## src/rtl/uart_mmio_fifo.sv

```systemverilog
// Byte FIFO with an extra pointer MSB that separates full from empty.
// Latency: a pushed byte is visible at head_dat the cycle after the push.
// Backpressure: push ignored when full unless a pop happens the same cycle; pop ignored when empty.
module uart_mmio_byte_fifo #(
  parameter int DEPTH = 8
) (
  input  logic       clk,
  input  logic       rst,
  input  logic       push_vld,
  input  logic [7:0] push_dat,
  input  logic       pop_vld,
  output logic [7:0] head_dat,
  output logic       full,
  output logic       empty
);
  localparam int AW = $clog2(DEPTH);

  logic [7:0]  mem_q [DEPTH];
  logic [AW:0] wr_ptr_q, wr_ptr_d, rd_ptr_q, rd_ptr_d;
  logic        do_push, do_pop;

  // A same-cycle pop frees the slot a push into a full FIFO needs.
  always_comb begin
    do_pop   = pop_vld & ~empty;
    do_push  = push_vld & (~full | do_pop);
    wr_ptr_d = wr_ptr_q + {{AW{1'b0}}, do_push};
    rd_ptr_d = rd_ptr_q + {{AW{1'b0}}, do_pop};
  end

  assign empty    = (wr_ptr_q == rd_ptr_q);
  assign full     = (wr_ptr_q[AW] != rd_ptr_q[AW]) && (wr_ptr_q[AW-1:0] == rd_ptr_q[AW-1:0]);
  assign head_dat = mem_q[rd_ptr_q[AW-1:0]];

  // Pointer registers.
  always_ff @(posedge clk) begin
    if (rst) begin
      wr_ptr_q <= '0;
      rd_ptr_q <= '0;
    end else begin
      wr_ptr_q <= wr_ptr_d;
      rd_ptr_q <= rd_ptr_d;
    end
  end

  // Storage needs no reset; the pointers define what is valid.
  always_ff @(posedge clk) begin
    if (do_push) mem_q[wr_ptr_q[AW-1:0]] <= push_dat;
  end
endmodule

// Memory-mapped UART: TX/RX byte FIFOs, serializer/deserializer, sticky errors, loopback, level IRQ.
// Latency: register reads combinational; tx starts one cycle after a DATA store into an idle TX; irq lags status by one cycle.
// Backpressure: none on the bus; bytes to a full TX FIFO are dropped (tx_drop), bytes received into a full RX FIFO are dropped (rx_overrun).
module uart_mmio_fifo #(
  parameter logic [31:0] BASE_ADDR  = 32'h10010000,
  parameter int          TX_DEPTH   = 8,
  parameter int          RX_DEPTH   = 8,
  parameter logic [15:0] BAUD_RESET = 16'h0003
) (
  input  logic        clk,
  input  logic        rst,
  input  logic [31:0] address,
  input  logic [31:0] write_data,
  input  logic [3:0]  write_mask,
  input  logic        write_enable,
  input  logic        read_enable,
  output logic [31:0] read_data,
  output logic        sel,
  input  logic        rx,
  output logic        tx,
  output logic        irq
);
  typedef enum logic [1:0] {S_IDLE, S_START, S_DATA, S_STOP} state_e;
  localparam logic [3:0] OFF_DATA = 4'h0, OFF_STATUS = 4'h4, OFF_CTRL = 4'h8, OFF_BAUD = 4'hC;

  logic [2:0]  ctrl_q, ctrl_d;
  logic [15:0] baud_q, baud_d, baud_wr;
  logic        rx_overrun_q, rx_overrun_d, frame_err_q, frame_err_d, tx_drop_q, tx_drop_d;
  logic        irq_q, irq_d;
  state_e      tx_state_q, tx_state_d, rx_state_q, rx_state_d;
  logic [15:0] tx_cnt_q, tx_cnt_d, tx_per_q, tx_per_d, rx_cnt_q, rx_cnt_d, rx_per_q, rx_per_d, rx_half;
  logic [2:0]  tx_bit_q, tx_bit_d, rx_bit_q, rx_bit_d;
  logic [7:0]  tx_shift_q, tx_shift_d, rx_shift_q, rx_shift_d;
  logic        tx_q, tx_d, tx_load;
  logic        rx_meta_q, rx_sync_q, rx_prev_q, rx_line, rx_frame_bad;
  logic        tx_push, tx_pop, tx_full, tx_empty, rx_push, rx_pop, rx_full, rx_empty;
  logic [7:0]  tx_head, rx_head, status;
  logic [3:0]  off;
  logic        bus_wr, tx_busy, unused_bits;

  assign sel         = (address[31:4] == BASE_ADDR[31:4]);
  assign off         = address[3:0];
  assign bus_wr      = sel & write_enable;
  assign tx_push     = bus_wr & write_mask[0] & (off == OFF_DATA);
  assign rx_pop      = sel & read_enable & (off == OFF_DATA);
  assign tx_busy     = (tx_state_q != S_IDLE);
  assign status      = {tx_drop_q, frame_err_q, rx_overrun_q, tx_busy, tx_full, tx_empty, rx_full, ~rx_empty};
  assign rx_line     = ctrl_q[0] ? tx_q : rx_sync_q;
  assign tx          = tx_q;
  assign irq         = irq_q;
  assign unused_bits = ^{write_data[31:16], write_mask[3:2]};

  uart_mmio_byte_fifo #(.DEPTH(TX_DEPTH)) u_tx_fifo (
    .clk(clk), .rst(rst), .push_vld(tx_push), .push_dat(write_data[7:0]), .pop_vld(tx_pop),
    .head_dat(tx_head), .full(tx_full), .empty(tx_empty));

  uart_mmio_byte_fifo #(.DEPTH(RX_DEPTH)) u_rx_fifo (
    .clk(clk), .rst(rst), .push_vld(rx_push), .push_dat(rx_shift_q), .pop_vld(rx_pop),
    .head_dat(rx_head), .full(rx_full), .empty(rx_empty));

  // Register read mux; unmapped offsets and an empty RX FIFO read as zero.
  always_comb begin
    read_data = '0;
    if (sel) begin
      case (off)
        OFF_DATA:   read_data = {24'h0, rx_empty ? 8'h00 : rx_head};
        OFF_STATUS: read_data = {24'h0, status};
        OFF_CTRL:   read_data = {29'h0, ctrl_q};
        OFF_BAUD:   read_data = {16'h0, baud_q};
        default:    read_data = '0;
      endcase
    end
  end

  // Control registers and sticky flags; a new error event wins over a same-cycle clear.
  always_comb begin
    ctrl_d       = ctrl_q;
    baud_d       = baud_q;
    baud_wr      = {write_mask[1] ? write_data[15:8] : baud_q[15:8],
                    write_mask[0] ? write_data[7:0]  : baud_q[7:0]};
    rx_overrun_d = rx_overrun_q;
    frame_err_d  = frame_err_q;
    tx_drop_d    = tx_drop_q;
    if (bus_wr && off == OFF_STATUS && write_mask[0]) begin
      rx_overrun_d = rx_overrun_q & ~write_data[5];
      frame_err_d  = frame_err_q & ~write_data[6];
      tx_drop_d    = tx_drop_q & ~write_data[7];
    end
    if (bus_wr && off == OFF_CTRL && write_mask[0]) ctrl_d = write_data[2:0];
    if (bus_wr && off == OFF_BAUD && write_mask[1:0] != 2'b00)
      baud_d = (baud_wr == 16'h0) ? 16'h1 : baud_wr;
    if (tx_push && tx_full && !tx_pop) tx_drop_d = 1'b1;
    if (rx_push && rx_full && !rx_pop) rx_overrun_d = 1'b1;
    if (rx_frame_bad) frame_err_d = 1'b1;
    irq_d = (ctrl_q[1] & ~rx_empty) | (ctrl_q[2] & tx_empty & ~tx_busy);
  end

  // TX serializer: each state lasts baud+1 clocks; a queued byte follows the stop bit without a gap.
  always_comb begin
    tx_state_d = tx_state_q;
    tx_cnt_d   = tx_cnt_q;
    tx_per_d   = tx_per_q;
    tx_bit_d   = tx_bit_q;
    tx_shift_d = tx_shift_q;
    tx_d       = tx_q;
    tx_load    = 1'b0;
    case (tx_state_q)
      S_IDLE:  tx_load = ~tx_empty;
      S_START: begin
        if (tx_cnt_q == 16'd0) begin
          tx_state_d = S_DATA;
          tx_cnt_d   = tx_per_q;
          tx_bit_d   = 3'd0;
          tx_d       = tx_shift_q[0];
        end else tx_cnt_d = tx_cnt_q - 16'd1;
      end
      S_DATA: begin
        if (tx_cnt_q == 16'd0) begin
          tx_cnt_d   = tx_per_q;
          tx_shift_d = {1'b0, tx_shift_q[7:1]};
          if (tx_bit_q == 3'd7) begin
            tx_state_d = S_STOP;
            tx_d       = 1'b1;
          end else begin
            tx_bit_d = tx_bit_q + 3'd1;
            tx_d     = tx_shift_q[1];
          end
        end else tx_cnt_d = tx_cnt_q - 16'd1;
      end
      S_STOP: begin
        if (tx_cnt_q == 16'd0) begin
          tx_state_d = S_IDLE;
          tx_load    = ~tx_empty;
        end else tx_cnt_d = tx_cnt_q - 16'd1;
      end
    endcase
    tx_pop = tx_load;
    if (tx_load) begin
      tx_state_d = S_START;
      tx_shift_d = tx_head;
      tx_cnt_d   = baud_q;
      tx_per_d   = baud_q;
      tx_d       = 1'b0;
    end
  end

  // RX deserializer: half-period wait to mid start bit, then one sample per bit period.
  always_comb begin
    rx_state_d   = rx_state_q;
    rx_cnt_d     = rx_cnt_q;
    rx_per_d     = rx_per_q;
    rx_bit_d     = rx_bit_q;
    rx_shift_d   = rx_shift_q;
    rx_push      = 1'b0;
    rx_frame_bad = 1'b0;
    rx_half      = {1'b0, baud_q[15:1]} + {15'h0, baud_q[0]} - 16'd1;
    case (rx_state_q)
      S_IDLE: begin
        if (rx_prev_q && !rx_line) begin
          rx_state_d = S_START;
          rx_cnt_d   = rx_half;
          rx_per_d   = baud_q;
        end
      end
      S_START: begin
        if (rx_cnt_q == 16'd0) begin
          rx_state_d = rx_line ? S_IDLE : S_DATA;
          rx_cnt_d   = rx_per_q;
          rx_bit_d   = 3'd0;
        end else rx_cnt_d = rx_cnt_q - 16'd1;
      end
      S_DATA: begin
        if (rx_cnt_q == 16'd0) begin
          rx_shift_d = {rx_line, rx_shift_q[7:1]};
          rx_cnt_d   = rx_per_q;
          rx_bit_d   = rx_bit_q + 3'd1;
          if (rx_bit_q == 3'd7) rx_state_d = S_STOP;
        end else rx_cnt_d = rx_cnt_q - 16'd1;
      end
      S_STOP: begin
        if (rx_cnt_q == 16'd0) begin
          rx_state_d   = S_IDLE;
          rx_push      = rx_line;
          rx_frame_bad = ~rx_line;
        end else rx_cnt_d = rx_cnt_q - 16'd1;
      end
    endcase
  end

  // Two-flop synchronizer on the rx pin, plus one-cycle history of the selected line for edge detect.
  always_ff @(posedge clk) begin
    if (rst) begin
      rx_meta_q <= 1'b1;
      rx_sync_q <= 1'b1;
      rx_prev_q <= 1'b1;
    end else begin
      rx_meta_q <= rx;
      rx_sync_q <= rx_meta_q;
      rx_prev_q <= rx_line;
    end
  end

  // State registers; reset aborts any frame in flight and forces the line idle.
  always_ff @(posedge clk) begin
    if (rst) begin
      ctrl_q <= '0; baud_q <= BAUD_RESET; irq_q <= 1'b0;
      rx_overrun_q <= 1'b0; frame_err_q <= 1'b0; tx_drop_q <= 1'b0;
      tx_state_q <= S_IDLE; tx_cnt_q <= '0; tx_per_q <= '0; tx_bit_q <= '0; tx_shift_q <= '0; tx_q <= 1'b1;
      rx_state_q <= S_IDLE; rx_cnt_q <= '0; rx_per_q <= '0; rx_bit_q <= '0; rx_shift_q <= '0;
    end else begin
      ctrl_q <= ctrl_d; baud_q <= baud_d; irq_q <= irq_d;
      rx_overrun_q <= rx_overrun_d; frame_err_q <= frame_err_d; tx_drop_q <= tx_drop_d;
      tx_state_q <= tx_state_d; tx_cnt_q <= tx_cnt_d; tx_per_q <= tx_per_d; tx_bit_q <= tx_bit_d;
      tx_shift_q <= tx_shift_d; tx_q <= tx_d;
      rx_state_q <= rx_state_d; rx_cnt_q <= rx_cnt_d; rx_per_q <= rx_per_d; rx_bit_q <= rx_bit_d;
      rx_shift_q <= rx_shift_d;
    end
  end
endmodule

```

## config.mk

```make
export PLATFORM = sky130hd
export DESIGN_NAME = uart_mmio_fifo
export DESIGN_NICKNAME = d
export VERILOG_FILES = /design/src/rtl/uart_mmio_fifo.sv
export SDC_FILE = /design/constraint.sdc
export NUM_CORES = 1
export LEC_CHECK = 0
export BUFFER_PORTS_ARGS = -buffer_cell sky130_fd_sc_hd__buf_2
export CAP_MARGIN = 40
export CORE_ASPECT_RATIO = 1.5
export CORE_UTILIZATION = 45
export DETAILED_ROUTE_END_ITERATION = 12
export GPL_TIMING_DRIVEN = 0
export PLACE_DENSITY_LB_ADDON = 0.2
export SLEW_MARGIN = 30
export SYNTH_ARGS = -nofsm -noshare
export SYNTH_HDL_FRONTEND = slang
export SYNTH_HIERARCHICAL = 1
export SYNTH_SLANG_ARGS = --single-unit
export TNS_END_PERCENT = 5
```

## constraint.sdc

```tcl
create_clock -name clk -period 5.43 [get_ports clk]
set_input_delay 1.086 -clock clk [delete_from_list [all_inputs] [get_ports clk]]
set_output_delay 1.086 -clock clk [all_outputs]
set_load 0.1 [all_outputs]
```

==> results of run 1 <==
## synth_stat cells, drive strengths merged, types with 21 or more instances
cell / number / area share, %
clkbuf: 43 / 1.3
buf: 49 / 2.7
ha: 27 / 2.7
xor2: 21 / 1.4
edfxtp: 128 / 30
nor3: 24 / 0.94
mux2: 23 / 2.0
mux2i: 33 / 2.6
o21ai: 25 / 0.98
mux4: 32 / 6.6
nor2: 113 / 3.3
nand2: 108 / 3.2
nand3: 35 / 1.4
xnor2: 21 / 1.4
nor4: 24 / 1.9
dfxtp: 133 / 21
a21oi: 87 / 3.4
## registers in the layout (all words and copies together) (netlist names), 2 cells and up, named ones only
| name | flops |
|---|---|
| u_rx_fifo/mem_q | 64 |
| u_tx_fifo/mem_q | 64 |
| baud_q | 16 |
| rx_cnt_q | 16 |
| rx_per_q | 16 |
| tx_cnt_q | 16 |
| tx_per_q | 16 |
| rx_shift_q | 8 |
| tx_shift_q | 8 |
| u_rx_fifo/rd_ptr_q | 4 |
| u_rx_fifo/wr_ptr_q | 4 |
| u_tx_fifo/rd_ptr_q | 4 |
| u_tx_fifo/wr_ptr_q | 4 |
| ctrl_q | 3 |
| rx_bit_q | 3 |
| tx_bit_q | 3 |
| tx_state_q | 2 |
## layer usage
layer,track usage (%),part of all wire (%),vias to the layer above
li1,-,-,4535
met1,26.9,40,4609
met2,43.6,53,283
met3,2.84,4.3,66
met4,9.43,3.3,0
met5,0,0,-
## power by group through the flow
stage / clock [mW] / combinational, mW / sequential [mW]
floorplan: 0 / 0.635 / 2.16
global placement: 0 / 0.861 / 2.17
detailed placement: 0 / 0.870 / 2.17
CTS: 1.81 / 0.874 / 2.12
global route: 1.88 / 0.965 / 2.13
finish: 1.77 / 0.886 / 2.12
## cell type report
cell class,instances,area share (%)
multi-input cells,795,39.5
flip-flops and latches,261,44.8
repair buffers,86,3.12
clock inverters,12,0.895
well taps,346,2.98
plain buffers,92,3.43
clock buffers,34,4.75
diodes,2,0.0344
inverters,19,0.491
## worst max-delay path, delay by kind of cell
kind,cells,cell delay (ns)
buffers and inverters,2,0.55
and+or+nand+nor,5,1.59
## final timing paths
| path | start | to | slack, ns | cells past startpoint |
|---|---|---|---|---|
| worst max-delay path | address[14] | read_data[2] | 1.11 | 7 |
| worst min-delay path | rx_meta_q | rx_sync_q | 0.41 | 1 |
| worst max register to register | u_tx_fifo/rd_ptr_q[1] | u_tx_fifo/mem_q[1][5] | 1.59 | 12 |
| worst min register to register | rx_meta_q | rx_sync_q | 0.41 | 1 |
## layout by cell type (no fill, tap or decap), types with 21 or more instances in the layout
master / n
dfxtp_1: 133
edfxtp_1: 128
nand2_1: 108
nor2_1: 104
buf_2: 102
a21oi_1: 87
clkbuf_1: 50
nand3_1: 35
mux2i_1: 33
mux4_1: 30
ha_1: 27
buf_4: 26
clkbuf_16: 26
o21ai_0: 24
nor3_1: 23
mux2_2: 23
xnor2_1: 21
xor2_1: 21
## cells by family (layout without fill, tap and decap cells)
kind of cell | count (synthesis) | after routing | synth area share [%]
AO/OA/AOI/OAI | 227 | 227 | 11.8
XOR/XNOR | 42 | 42 | 2.89
adder cells (fa/ha/maj) | 27 | 27 | 2.66
buffers and inverters | 111 | 243 | 4.49
flip-flops | 261 | 261 | 51.2
multiplexers | 88 | 88 | 11.2
other | 1 | 18 | 0.0295
AND/OR/NAND/NOR | 395 | 395 | 15.8
==> metrics.txt, run 1 <==
crit path kind=input pin to output port; Total Negative Setup Slacks=0 ns; max cap viols=0; Pleak=5.38 nW; gpl congestion=0.894; Post-Layout Cell Count=1647; Logic pwr share=18.5%; Layout Utilization=52.1%; die height=208 um; Peak VDD IR=0.000286 V; Post-CTS Resized=0; vias per cell=5.76; final hold violation count=0; Root Buffer Master=clkbuf_16; post-route design area=0.0145 mm2; Die Wd=139 um; Total Power=4.78 mW; hold crit path type=register to register; routed vias=9493; I/O pin count=108; switching fraction of total power=29.4%; largest net degree at the start of global routing=18; DR iter-0 viols=668; RSZ-0062 raised after global routing=false; initial antenna violation count=2; Clock Sinks=261; Routed WL per cell=20.3 um; flops & latches, synth=261; Syn Inst Count=1152; Critical Path Source Type=input pin; WP data arrival=3.23 ns; sequential cell area=0.00651 mm2; vias in the first global route=9461; Internal=3.38 mW; port buffer count=71; post-synth cell types=79; Switch Pwr=1.41 mW; failing checks=DRC; CTS tree=built; 1st-pass router iterations=12; Multi-input gate area=0.00575 mm2; Worst path slowest cell=buf_2; FILL cells=2457; EDFF count, synth=128; DRC=4; data required time of the critical path=4.34 ns; Ys Warns=6; FFs w/ async S/R, synth=0%; H-tree levels=1; Core Region=0.0279 mm2; cell breakdown of the critical path=buf_2 -> nor4b_1 -> nand4_1 -> nor2_2 -> nand2_1 -> nor2_2 -> buf_2; # Post-CTS Setup Buffers=0; final setup violating endpoints=0; GRT overflow=0; post-synthesis sequential area ratio=51.2%; Skew-Pair Late Insertion Delay=0.56 ns; Final WS setup=1.11 ns; total wire length=33.4 mm; minimum clock period=4.32 ns; Tot GR Track Use=23.4%; NumNets Final=1380; worst rel slew slack=47.9%; Min Hold Slack=0.410 ns; final worst path period share=79.5%; Area Overhead vs Synth=14.3%; CP Max Fanout=8; Worst setup EP type=output port; CP peak stage delay=0.45 ns; Final ANT Viol Nets=0; Sequential Power Share=44.4%; hold_buf cts=0; Post-Syn Area=0.0127 mm2; first-pass GRT wire length=52.6 mm; Worst Tran Pin Value=0.782 ns; Syn Area/Cell=11.0 um2; DIE AREA=0.0289 mm2; pre-CTS setup slack=1.10 ns; Initial Util=45.6%; post-DP HPWL=24.3 mm; Top FF cell, synth=dfxtp_1; max-slew violation count=0; row count=75; status=complete, but fails checks; # placed instances=1598; CTS buffer count=25; fmax=232 MHz; power share of the clock group=37.0%; PwrDens=329 mW/mm2; deepest clock path buffer count=3; share of cells above drive strength 1=17.5%; skew final=0.0205 ns; Clock Pin Slew Worst Setup and Hold Paths=0.07 ns; Post-Place Cell Area=0.0137 mm2
Note: power is estimated with default switching activity, not from simulation.
==> run 2, diff against run 1 <==
==> constraint.sdc (replaced) <==
create_clock -name clk -period 3.5 [get_ports clk]
set_input_delay 0.7 -clock clk [delete_from_list [all_inputs] [get_ports clk]]
set_output_delay 0.7 -clock clk [all_outputs]
set_load 0.1 [all_outputs]
==> run 2 against run 1 <==
The flow still finishes with violations (DRC). Global-route usage is 0.22 points higher. Combinational power increased by 56%. Power rose by 57%. Wire length increased by 1.2%. Cell area rose by 1.7%. Cell count up 0.49%. Sequential share of layout area down 0.75 points. Non-clock buffer count increased by 6. Clock power grew 59%.
==> metrics.txt, run 2 (same netlist as run 1, synthesis figures left out) <==
Area Overhead vs Synth=16.3%; fmax=286 MHz; I/O pin count=108; Worst Tran Pin Value=0.791 ns; number of cells on the critical path=7; Routed WL per cell=20.4 um; hold_buf cts=0; PwrDens=507 mW/mm2; most frequent cells in the layout=dfxtp_1 (132), edfxtp_1 (128), nand2_1 (107); Critical R2R Capture=u_rx_fifo/mem_q[4][6]; final worst path period share=99.8%; vias in the first global route=9596; delay-heaviest family, CP=multiplexers; DIE AREA=0.0289 mm2; die height=208 um; initial antenna violation count=2; status=complete, but fails checks; reg2reg path depth=9; CTS buffer count=26; Peak VDD IR=0.000474 V; GRT overflow=0; worst rel slew slack=45.8%; Clock Sinks=261; Die Wd=139 um; H-tree levels=1; largest net degree at the start of global routing=18; Critical Path End=read_data[2]; data required time of the critical path=2.80 ns; CP startpoint=u_rx_fifo/rd_ptr_q[0]; gpl congestion=0.892; Root Buffer Master=clkbuf_16; routed vias=9546; post-route design area=0.0148 mm2; top sig layer=met4; share of cells above drive strength 1=19.2%; Final ANT Viol Nets=0; Post-Layout Cell Count=1655; total wire length=33.8 mm; CP bufs+invs=3; CP peak stage delay=0.58 ns; Pleak=5.47 nW; Total Power=7.49 mW; port buffer count=71; Core Region=0.0279 mm2; commonest non-fill, non-tap cell in the layout=dfxtp_1; NumNets Final=1387; # placed instances=1597; met2 wire len=18.1 mm; max-slew violation count=0; hold crit path type=input pin to register; max cap viols=0; deepest clock path buffer count=3; Tot GR Track Use=23.6%; Post-Place Cell Area=0.0138 mm2; first-pass GRT wire length=53.2 mm; 1st-pass router iterations=10; DRC=6; Clock Pin Slew Worst Setup and Hold Paths=0.07 ns; failing checks=DRC; reg2reg start=rx_cnt_q[7]; flop-to-flop setup slack=0.26 ns; WP data arrival=2.79 ns; post-DP HPWL=24.4 mm; detailed-routed wire length on met3=1.36 mm; Worst path slowest cell=mux4_1; Min Hold Slack=0.341 ns; cell breakdown of the critical path=buf_8 -> buf_4 -> mux4_1 -> mux2_2 -> a222oi_1 -> nor2_4 -> buf_6; skew final=0.0199 ns; Met1 Routed Length=13.3 mm; crit path kind=register to output port; row count=75; CP Max Fanout=7; RSZ-0062 raised after global routing=true; minimum clock period=3.49 ns; final hold violation count=0; vias per cell=5.77; Skew-Pair Late Insertion Delay=0.56 ns; Critical Path Source Type=register; Initial Util=45.6%; DR iter-0 viols=654; final setup violating endpoints=0; CTS tree=built; Layout Utilization=53.0%; Worst setup EP type=output port
## run 2: cell count changes in the layout (fill, tap and decap cells not counted), moves of 3 or more
| cell | previous run | this run |
|---|---|---|
| buf_4 | 26 | 41 |
| buf_2 | 102 | 90 |
| nor2_2 | 9 | 0 |
| nor2_4 | 0 | 9 |
| a21oi_1 | 87 | 80 |
| a21oi_2 | 0 | 7 |
| xor2_1 | 21 | 18 |
| xor2_2 | 0 | 3 |
## run 2: what timing repair did
item                                    in CTS  in global routing
hold endpoints to repair                     0                  0
pin swaps                                    4                  2
buffers inserted                             3                  4
endpoints found under the setup margin      82                 64
resized for setup                           25                 11
## run 2: power by group
group	leakage (nW)	internal (mW)	switching, mW
combinational	2.81	0.457	0.922
sequential	2.24	3.23	0.0624
clock	0.415	1.62	1.20
total	5.47	5.31	2.18
## run 2: layout make-up
| class | instances | area, um2 |
|---|---|---|
| flip-flops and latches | 261 | 6510 |
| inverters | 19 | 73.8 |
| well taps | 346 | 433 |
| plain buffers | 92 | 512 |
| diodes | 2 | 5.00 |
| fillers | 2471 | 13100 |
| clock inverters | 15 | 175 |
| multi-input cells | 795 | 5850 |
| repair buffers | 92 | 541 |
| clock buffers | 33 | 687 |
## run 2: worst reg2reg max path: stages (launching register included)
cell and delay (ns):
dfxtp_1 0.35, nor3_1 0.61, and4_1 0.30, buf_2 0.19, nand2_1 0.07, nor2_1 0.31
nor2b_1 0.32, nand2_1 0.11, a21oi_1 0.43, buf_4 0.25
## run 2: per-stage QoR
step	worst slack [ns]	setup TNS (ns)
floorplan	0.0442	0
global placement	-0.577	-28.90
detailed placement	-0.314	-13.29
CTS	-0.0217	-0.105
global route	-0.0907	-0.505
finish	0.00665	0
## run 2: worst min-delay path by stage
stage,depth (start not counted),slack (ns),start,endpoint
after global placement,1,0.40,rx_meta_q,rx_sync_q
after detailed placement,1,0.39,rx_meta_q,rx_sync_q
after floorplan,1,0.39,rx_meta_q,rx_sync_q
after global routing,2,0.33,rx,rx_meta_q
final,2,0.34,rx,rx_meta_q
after CTS,2,0.32,rx,rx_meta_q
## run 2: per-layer routing
| layer | track usage (%) | vias to the layer above |
|---|---|---|
| met5 | 0 | - |
| met4 | 8.85 | 0 |
| met3 | 2.28 | 64 |
| met2 | 44.2 | 258 |
| met1 | 27.6 | 4681 |
| li1 | - | 4543 |
